**src/rtl/key_debouncer.sv**
```systemverilog
// Multi-channel push-button debouncer.
// Each key passes through a 2-flop synchroniser. It is then sampled on a shared
// prescaler strobe. A new level is accepted only after STABLE consecutive samples
// all disagree with the current debounced level. One-clock press and release
// pulses accompany every accepted change.
// The release pulse port is called `rel` because `release` is a reserved word.
module key_debouncer #(
  parameter int CH         = 6,
  parameter int DIV_WIDTH  = 8,
  parameter int STABLE     = 4,
  parameter int ACTIVE_LOW = 0
) (
  input  logic          clk,
  input  logic          rst,
  input  logic [CH-1:0] keyin,
  output logic [CH-1:0] keyout,
  output logic [CH-1:0] press,
  output logic [CH-1:0] rel,
  output logic          tick
);

  localparam int CNT_W = $clog2(STABLE + 1);
  localparam logic [CNT_W-1:0] LAST = CNT_W'(STABLE - 1);
  localparam logic [CH-1:0] INV_MASK = (ACTIVE_LOW != 0) ? '1 : '0;

  logic [CH-1:0]        norm;
  logic [CH-1:0]        sync_q1;
  logic [CH-1:0]        sync_q2;
  logic [DIV_WIDTH-1:0] div_cnt;
  logic [DIV_WIDTH-1:0] div_next;
  logic [CNT_W-1:0]     stab_cnt [CH];
  logic [CNT_W-1:0]     cnt_next [CH];
  logic [CH-1:0]        key_next;
  logic [CH-1:0]        press_next;
  logic [CH-1:0]        rel_next;

  // Polarity is fixed up before the synchroniser, so everything downstream sees 1 = pressed.
  assign norm     = keyin ^ INV_MASK;
  assign div_next = div_cnt + 1'b1;

  // Two-stage synchroniser for the asynchronous key inputs.
  always_ff @(posedge clk or posedge rst) begin
    // NOTE: clocked state uses non-blocking assignments, so sync_q2 takes the old sync_q1
    // rather than the value just written, and the two flops form a real two-stage chain.
    if (rst) begin
      sync_q1 <= '0;
      sync_q2 <= '0;
    end else begin
      sync_q1 <= norm;
      sync_q2 <= sync_q1;
    end
  end

  // Free-running prescaler. tick is registered and is high while the counter holds all-ones.
  always_ff @(posedge clk or posedge rst) begin
    if (rst) begin
      div_cnt <= '0;
      tick    <= 1'b0;
    end else begin
      div_cnt <= div_next;
      tick    <= (div_next == '1);
    end
  end

  // Per-channel acceptance decision. The state moves only on the edge that follows a tick.
  always_comb begin
    // NOTE: every output of this block gets a default before any branch, so no path
    // leaves a value unassigned and no latch is inferred.
    key_next   = keyout;
    press_next = '0;
    rel_next   = '0;
    for (int i = 0; i < CH; i++) begin
      cnt_next[i] = stab_cnt[i];
      if (tick) begin
        if (sync_q2[i] == keyout[i]) begin
          // Matching sample (steady level or bounce): restart the run.
          cnt_next[i] = '0;
        end else if (stab_cnt[i] == LAST) begin
          // STABLE-th consecutive differing sample: accept the new level.
          cnt_next[i]   = '0;
          key_next[i]   = sync_q2[i];
          press_next[i] = sync_q2[i];
          rel_next[i]   = ~sync_q2[i];
        end else begin
          cnt_next[i] = stab_cnt[i] + 1'b1;
        end
      end
    end
  end

  // Debounced level, stability counters and the single-cycle edge pulses.
  always_ff @(posedge clk or posedge rst) begin
    if (rst) begin
      keyout <= '0;
      press  <= '0;
      rel    <= '0;
      // NOTE: the counter array is a handful of flops, not a RAM, so every entry is
      // cleared on reset. A reset counter must never be left holding stale run lengths.
      for (int i = 0; i < CH; i++) begin
        stab_cnt[i] <= '0;
      end
    end else begin
      keyout <= key_next;
      press  <= press_next;
      rel    <= rel_next;
      for (int i = 0; i < CH; i++) begin
        stab_cnt[i] <= cnt_next[i];
      end
    end
  end

endmodule

```
**config.mk**
```make
export PLATFORM = sky130hd
export DESIGN_NAME = key_debouncer
export DESIGN_NICKNAME = d
export VERILOG_FILES = /design/src/rtl/key_debouncer.sv
export SDC_FILE = /design/constraint.sdc
export NUM_CORES = 1
export LEC_CHECK = 0
export ABC_AREA = 0
export CORE_UTILIZATION = 58
export DETAILED_ROUTE_END_ITERATION = 8
export PLACE_DENSITY = 0.83
export SLEW_MARGIN = 20
export SYNTH_ARGS = -nofsm -noshare
export SYNTH_HDL_FRONTEND = slang
export SYNTH_SLANG_ARGS = --single-unit
export TNS_END_PERCENT = 20
```
**constraint.sdc**
```tcl
create_clock -name clk -period 3.6 [get_ports clk]
set_input_delay 0.72 -clock clk [delete_from_list [all_inputs] [get_ports clk]]
set_output_delay 0.72 -clock clk [all_outputs]
set_load 0.02 [all_outputs]
```
==> out/qor.csv <==
metric;value;unit
Mean Syn Cell Area;12.48;sq um
fmax;428.0;MHz
Peak supply drop;337.8;uV
Hold Path Class;reg -> reg;
CTS HTree Levels;3;
Sum Neg Setup Slack;0;ns
Gate Count Post-Synth;179;
CTS tree;yes;
total die area;4103;sq um
crit start category;flip-flop;
status;finished, final reports clean;
Clock Skews;0.007359;ns
Ys Warns;0;
FF-to-FF setup slack;2.17;ns
Critical Path RT;2.88;ns
CP peak stage delay;0.67;ns
max cap viols;0;
total power;1165;uW
Post-Syn Area;2233;sq um
drt pass-1 iters;4;
initial DRC count;84;
Yosys reg bits;57;
synth unique cells;24;
sw frac;21.21;%
met3 Use GR;6.786;%
critical path's slowest cell;clkdlybuf4s50_1;
Post-CTS Setup Inserts;0;
Slew @ Worst Pin;0.9177;ns
initial core utilization;60.55;%
combinational power share;2.3;%
Antenna Cells;0;
Buf/Inv on CP;2;
CTS clk-pin slew, worst paths;0.06;ns
met1 Resource Use GR;21.63;%
die width;64.06;um
via count;1358;
routed wire length;3.451;mm
fill cell count;252;
Final #Nets;229;
critical path's top delay family;buffers and inverters;
height of the die;64.06;um
IO Count;27;
multi-input combinational cell area;728.2;sq um
per-cell routed wire length;13.02;um
sequential share of power;56.0;%
# clock sinks;57;
# resized after CTS;0;
crit path kind;reg -> out;
Via density;5.125;
# rows;22;
# setup viols final;0;
HPWL Detailed;2.428;mm
grt total ovfl;0;
clock power share;41.7;%
relative slew slack;38.75;%
CP cell instances;buf_4, clkdlybuf4s50_1;
crit path capture type;output port;
layout cells sized above 1;11.06;%
post-placement cell area;2546;sq um
gpl congestion;0.7026;
top cell type's share of synthesized area;63.87;%
Leak;0.001235;uW
RSZ-0062 raised after global routing;false;
clock latency on the worst-skew pair;0.32;ns
Int Pwr;918.2;uW
number of global-route vias before repair;1383;
syn nets;195;
post-synthesis sequential area ratio;63.87;%
gr busiest metal;met2;
Post-CTS Hold Buffers;0;
PD cells;430.2;nW/um^2
initial antenna violation count;0;
Sequential Area;1426;sq um
Root Buffer Master;clkbuf_8;
I/O Buffers;26;
Fin. Hold Viols;0;
top post-synthesis cells by area;dfrtp_1 64%, ha_1 4.5%, nor3b_1 4.0%;
Sw Pwr;247.2;uW
Area Overhead vs Synth;21.29;%
first-pass GRT wire length;5.954;mm
Slew Viols, Final;0;
TritonCTS Buffers;9;
Final ANT Viol Nets;0;
Final Cycle Share;64.90;%
peak fanout along the critical path;37;
Period minus WS final;2.336;ns
pin count of the biggest net entering global routing;58;
GRT Total Usage;20.31;%
WP data arrival;1.62;ns
placeable core area;3689;sq um
clk buf depth;2;
post-synth top area cell;dfrtp_1;
design area;2709;sq um
met2 Usage GRT;33.78;%
post-route DRC violation count;0;
worst hold slack;0.3459;ns
==> state kept, by name, indices dropped and copies added, names as in the netlist <==
signal,count
div_cnt,8
keyout,6
press,6
rel,6
stab_cnt,18
sync_q1,6
sync_q2,6
tick,1
==> worst reg2reg max path, cell delays in order, from the launching register on <==
cell     delay (ns)
dfrtp_1        0.41
ha_1           0.28
nand3_1        0.12
xnor2_1        0.21
nand3_1        0.10
and4b_1        0.25
==> layout make-up <==
type | count | area share (%)
multi-input cells | 101 | 26.88
inverters | 17 | 2.402
clock inverters | 4 | 0.7390
clock buffers | 11 | 5.219
repair buffers | 27 | 9.885
well taps | 48 | 2.217
flip-flops and latches | 57 | 52.66
==> cells in the mapped netlist <==
library cell  count
ha_1              8
nor3_2            1
and3_1            1
nand3_2           1
clkbuf_1          4
nand2_1          11
xor2_1            5
inv_1            17
nand3_1          12
and4b_1           1
dfrtp_1          57
o22ai_1           3
nand3b_1          3
mux2_2            6
xnor2_1           8
a21o_1            1
o21a_1            5
a21boi_0          1
nor2_1            6
a21oi_1           4
nor3b_1          12
or2b_1            1
o21ai_0           7
mux2i_1           4
==> layout by cell type (no fill, tap or decap), types with 3 or more instances in the layout <==
cell type / instances
o22ai_1: 3
o21a_1: 5
a21oi_1: 4
nor2_1: 6
inv_1: 16
clkinv_2: 5
nand2_1: 11
clkdlybuf4s50_1: 26
mux2_2: 6
nand3_1: 12
dfrtp_1: 57
xnor2_1: 8
nor3b_1: 12
xor2_1: 5
mux2i_1: 4
ha_1: 8
nand3b_1: 3
o21ai_0: 7
clkbuf_8: 10
==> layer usage <==
metal | part of all wire (%) | vias up | wire length, um
li1 | - | 668 | -
met1 | 41 | 662 | 1423
met2 | 54 | 21 | 1857
met3 | 3.0 | 7 | 105
met4 | 1.9 | 0 | 65
met5 | 0 | - | 0
==> stage by stage <==
step                cells  util (%)  setup slack, ns
finish                265     73.44            1.264
global route          265     73.44            1.189
CTS                   265     73.41            1.257
detailed placement    250     69.03            1.487
global placement      250     69.03            1.560
floorplan             179         -            1.480
==> power by group through the flow <==
stage	clock network (uW)	registers (uW)	logic, uW
2_1_floorplan	0	663	16.4
3_3_place_gp	0	663	26.8
3_5_place_dp	0	664	28.0
4_1_cts	498	652	28.2
5_1_grt	523	653	31.2
6_report	486	652	27.0
==> cell families after synthesis <==
group                    synth area share (%)
flip-flops                              63.87
AND/OR/NAND/NOR                         12.55
AO/OA/AOI/OAI                           5.659
buffers and inverters                   3.529
XOR/XNOR                                5.098
multiplexers                            4.818
adder cells (fa/ha/maj)                 4.482
==> path summary, 6_finish.rpt <==
| kind | to | depth (start not counted) | startpoint |
|---|---|---|---|
| max | tick | 2 | tick |
| min | sync_q2[3] | 0 | sync_q1[3] |
| max reg2reg | tick | 5 | div_cnt[0] |
| min reg2reg | sync_q2[3] | 0 | sync_q1[3] |
| max in group asynchronous | stab_cnt[4] | 2 | rst |
| min in group asynchronous | rel[3] | 2 | rst |
Note: power is estimated with default switching activity, not from simulation.
==> RTL change 1, RTL diff (config.mk and constraints unchanged) <==
Register the output `rel` once more, with the module's reset; this adds one clock of latency there. The other outputs are not delayed to match.
--- a/src/rtl/key_debouncer.sv
+++ b/src/rtl/key_debouncer.sv
@@ -23,4 +23,6 @@
   localparam logic [CNT_W-1:0] LAST = CNT_W'(STABLE - 1);
   localparam logic [CH-1:0] INV_MASK = (ACTIVE_LOW != 0) ? '1 : '0;
+
+  logic [CH-1:0] rel_s0;
 
   logic [CH-1:0]        norm;
@@ -94,5 +96,5 @@
       keyout <= '0;
       press  <= '0;
-      rel    <= '0;
+      rel_s0 <= '0;
       // NOTE: the counter array is a handful of flops, not a RAM, so every entry is
       // cleared on reset. A reset counter must never be left holding stale run lengths.
@@ -103,5 +105,5 @@
       keyout <= key_next;
       press  <= press_next;
-      rel    <= rel_next;
+      rel_s0 <= rel_next;
       for (int i = 0; i < CH; i++) begin
         stab_cnt[i] <= cnt_next[i];
@@ -110,4 +112,12 @@
   end
 
+  always_ff @(posedge clk or posedge rst) begin
+    if (rst) begin
+      rel <= '0;
+    end else begin
+      rel <= rel_s0;
+    end
+  end
+
 endmodule
 
Behaviour: no difference found for any inputs over 10 cycles, from zero or initial values and one cycle with rst high; that may be too few to reach the edited logic, so the function may still have changed.
==> RTL change 1 against the unedited design <==
  * Wire length up 11%
  * Clock power up 39%
  * Via count up 4.5%
  * Sequential cell count up 6
  * Sequential share of layout area up 0.94 points
  * Final area up 8.6%
  * Setup slack better by 0.22 ns
  * Synthesized area up 7.2%
  * Final cell count up 2.3%
  * Sequential power up 10%
  * Power up 22%
  * Combinational power up 16%
  * Critical path type unchanged
  * Largest power group unchanged
==> RTL change 1: results <==
set metrics [dict create \
    yosys.area_share.adder_pct 4.18 \
    htreeDepth 3 \
    synthMuxAreaShare_pct 5.65 \
    synthXorXnorAreaFrac_pct 4.76 \
    synth_nets 198 \
    yosys-top-cells-area "dfrtp_1, mux2_2, ha_1, nor3b_1, xor2_1" \
    cpPeakStageDelay_ns 0.64 \
    reg2regPathDepth 4 \
    met2_usage_pct 32.4 \
    reg_top3 "stab_cnt (18), div_cnt (8)" \
    clockRootBuffer "clkbuf_8" \
    status "complete, no violations" \
    cts_setup_buffers 0 \
    cts_buffer_depth 2 \
    ys_seq_area_share_pct 65.9 \
    antenna_found_initial 0 \
    wl_met3_um 152 \
    dpl_cell_area_um2 2720 \
    whs_path_depth 0 \
    grt_pass1_vias 1461 \
    worst_pin_slew_ns 0.889 \
    routed_wl_um 3820 \
    grt_max_degree 55 \
    synth-compound-area-share_pct 5.07 \
    regToRegSetupSlack_ns 2.15 \
    path_clk_slew_ns 0.07 \
    ir_drop_mv 0.404 \
    drt_iter0_drc 116 \
    drive_above_1_share_pct 13.9 \
    synth_cell_types 23 \
    drt-met1-wl_um 1680 \
    cp_slowest_cell "clkdlybuf4s50_1" \
    use_met1_pct 26.3 \
    critPathMaxFanout 5 \
    ctsResizeCount 0 \
    grt_usage_pct 21.1 \
    finalClockSkew_ns 0.00656 \
    ys_top_cells_by_count "dfrtp_1, inv_1, nand2_1" \
    fill_cells 233 \
    synth_ff_type "dfrtp_1" \
    leakagePower_nw 1.40 \
    gp_congestion 0.754 \
    worst_ep_arrival_time_ns 1.39 \
    dp_hpwl_um 2510 \
    crit_family "buffers and inverters" \
    use_met3_pct 6.55 \
    layout.nets 234 \
    via_count 1419 \
    p_int_mw 1.15 \
    grt_pass1_wl_um 6510 \
    wl_met2_um 1930 \
]
==> RTL change 1: kinds of logic (layout without fill, tap and decap cells) <==
| logic type | Yosys count | count (layout) |
|---|---|---|
| compound gates | 19 | 19 |
| mux | 12 | 12 |
| xor+xnor | 13 | 13 |
| flops | 63 | 63 |
| simple gates | 49 | 49 |
| fa+ha+maj | 8 | 8 |
| buf+inv | 18 | 59 |
==> RTL change 1: final timing paths <==
kind / from / end
hold reg to reg: rel_s0[2] / rel[2]
hold / removal: rel_s0[2] / rel[2]
max in group asynchronous: rst / rel[3]
min in group asynchronous: rst / rel_s0[4]
setup / recovery: keyout[2] / keyout[2]
setup reg to reg: div_cnt[0] / tick
==> RTL change 1: stage by stage <==
stage	hold slack, ns	total power, mW	utilization [%]	std cells	worst slack, ns
finish	0.349	1.43	77.4	271	1.49
floorplan	0.331	0.750	-	182	1.31
CTS	0.350	1.44	77.4	271	1.47
global route	0.355	1.47	77.4	271	1.44
global placement	0.331	0.762	71.5	255	1.53
detailed placement	0.336	0.764	71.5	255	1.47
==> RTL change 1: layout make-up <==
cell class	count	area (µm²)	area share, %
Clock inverter	3	65.1	2.21
Timing Repair Buffer	28	275	9.36
Inverter	15	57.6	1.96
Sequential cell	63	1580	53.6
Multi-Input combinational cell	101	748	25.4
Clock buffer	13	159	5.40
Tap cell	48	60.1	2.04
==> RTL change 1: power by group through the flow <==
| stage | Sequential [mW] | Combinational, mW | Clock (mW) |
|---|---|---|---|
| 5_1_grt | 0.720 | 0.0358 | 0.717 |
| 3_5_place_dp | 0.733 | 0.0316 | 0 |
| 3_3_place_gp | 0.732 | 0.0300 | 0 |
| 2_1_floorplan | 0.731 | 0.0184 | 0 |
| 4_1_cts | 0.720 | 0.0321 | 0.691 |
| 6_report | 0.720 | 0.0312 | 0.674 |
==> RTL change 2, RTL diff (same flow settings) <==
Made on the original files. The parameter `DIV_WIDTH` goes from 8 to 12.
--- a/src/rtl/key_debouncer.sv
+++ b/src/rtl/key_debouncer.sv
@@ -7,5 +7,5 @@
 module key_debouncer #(
   parameter int CH         = 6,
-  parameter int DIV_WIDTH  = 8,
+  parameter int DIV_WIDTH  = 12,
   parameter int STABLE     = 4,
   parameter int ACTIVE_LOW = 0
Function: no difference found for any inputs over 10 cycles, from zero or initial values and one cycle with rst high; that may be too few to reach the edited logic, so the function may still have changed.
==> RTL change 2 against the unedited design <==
  * Utilization increased by 1.5 points
  * Critical path depth unchanged
  * Clock skew increased by 0.00066 ns
  * Maximum frequency decreased by 1.2%
  * Setup slack got worse by 0.029 ns
  * Synthesized area increased by 13%
  * Wire length increased by 10%
  * Die area increased by 12%
  * Sequential cell count increased by 4
  * Power increased by 26%
  * Final area increased by 13%
  * Worst hold slack about the same
  * Clock power increased by 52%
  * Via count increased by 13%
==> RTL change 2: results <==
set metrics [dict create \
    status "complete, no violations" \
    cts_buffers 9 \
    ir_drop_mv 0.340 \
    leakagePower_nw 1.42 \
    critPathMaxFanout 31 \
    grt_max_degree 62 \
    drive_above_1_share_pct 15.8 \
    ys_top_cells_by_count "dfrtp_1, nand2_1, inv_1" \
    async_flop_share_pct 100 \
    layout.nets 252 \
    cts_buffer_depth 2 \
    ctsResizeCount 0 \
    reg_top3 "stab_cnt (18), div_cnt (12)" \
    wl_per_cell_um 13.1 \
    cts_setup_buffers 0 \
    grt_pass1_wl_um 6400 \
    grt_usage_pct 20.2 \
    synth_edf_count 0 \
    finalClockSkew_ns 0.00802 \
    clock_latency_ns 0.34 \
    worstHoldPathType "register to register" \
    ys_seq_area_share_pct 60.6 \
    via_count 1539 \
    dp_hpwl_um 2430 \
    gp_congestion 0.718 \
    drt_iter0_drc 81 \
    htreeDepth 3 \
    slew-limit-headroom_pct 51.4 \
    antenna_found_initial 0 \
    worst_ep_arrival_time_ns 1.65 \
    clockRootBuffer "clkbuf_8" \
    synth_nets 220 \
    yosys-top-cells-area "dfrtp_1, mux2_2, ha_1, nor3b_1, xnor2_1" \
    synth.most_common_cell "dfrtp_1" \
    yosys_warnings 0 \
    synth_cell_types 35 \
    dr.pass1.iters 4 \
]
[RTL change 2: cell count changes in the layout (fill, tap and decap cells not counted), sizes merged, moves of 3 or more]
cell	before	now
dfrtp	57	61
a21boi	1	4
nand2	11	16
o21a	5	1
clkinv	5	1
bufinv	0	3
nor2	6	10
mux2i	4	0
nand4	0	3
nand3	13	4
mux2	6	13
o22ai	3	6
[RTL change 2: area by class of cell]
| cell class | instances | area (µm²) |
|---|---|---|
| multi-input cells | 122 | 900 |
| well taps | 50 | 62.6 |
| inverters | 14 | 52.6 |
| fillers | 278 | 1020 |
| clock inverters | 6 | 110 |
| repair buffers | 28 | 275 |
| flip-flops and latches | 61 | 1530 |
| clock buffers | 10 | 138 |
[RTL change 2: worst paths after layout]
kind | to | start | slack (ns) | cells after the start
worst max-delay path | tick | tick | 1.23 | 2
worst max register to register | tick | div_cnt[0] | 1.91 | 6
min in group asynchronous | rel[1] | rst | 0.90 | 3
worst min-delay path | sync_q2[1] | sync_q1[1] | 0.35 | 0
max in group asynchronous | stab_cnt[17] | rst | 2.22 | 3
worst min register to register | sync_q2[1] | sync_q1[1] | 0.35 | 0
[RTL change 2: cells by family (layout without fill, tap and decap cells)]
kind of cell             count (synthesis)  in the layout  share of synthesized area, %
AO/OA/AOI/OAI                           24             24                          6.16
XOR/XNOR                                16             16                          5.87
adder cells (fa/ha/maj)                  8              8                          3.98
buffers and inverters                   21             58                          3.63
flip-flops                              61             61                          60.6
multiplexers                            13             13                          5.82
AND/OR/NAND/NOR                         61             61                          13.9
[RTL change 2: layer usage]
metal / vias to the layer above / GRT usage (%) / share of wire [%]
met5: - / 0 / 0
met4: 0 / 13.3 / 3.3
li1: 760 / - / -
met1: 733 / 22.3 / 44
met3: 12 / 7.67 / 4.2
met2: 34 / 32.3 / 49
[RTL change 2: worst max-delay path, stage by stage (launching register included)]
cell and delay [ns]:
dfrtp_1 0.33, buf_4 0.29, clkdlybuf4s50_1 0.68
[RTL change 2: where the power goes]
part	internal (mW)	switching, mW	leakage, nW	total [mW]
Clock	0.477	0.264	0.119	0.741
Sequential	0.692	0.00462	0.810	0.697
Combinational	0.0120	0.0181	0.488	0.0301
[RTL change 2: stage by stage]
stage | power [mW] | setup slack [ns] | hold WS [ns] | instance area, µm² | cells
after detailed placement | 0.741 | 1.60 | 0.336 | 2820 | 275
final | 1.47 | 1.23 | 0.346 | 3060 | 291
after floorplan | 0.726 | 1.37 | 0.331 | 2520 | 204
after global routing | 1.52 | 1.16 | 0.357 | 3060 | 291
after CTS | 1.49 | 1.22 | 0.350 | 3060 | 291
after global placement | 0.740 | 1.63 | 0.334 | 2820 | 275
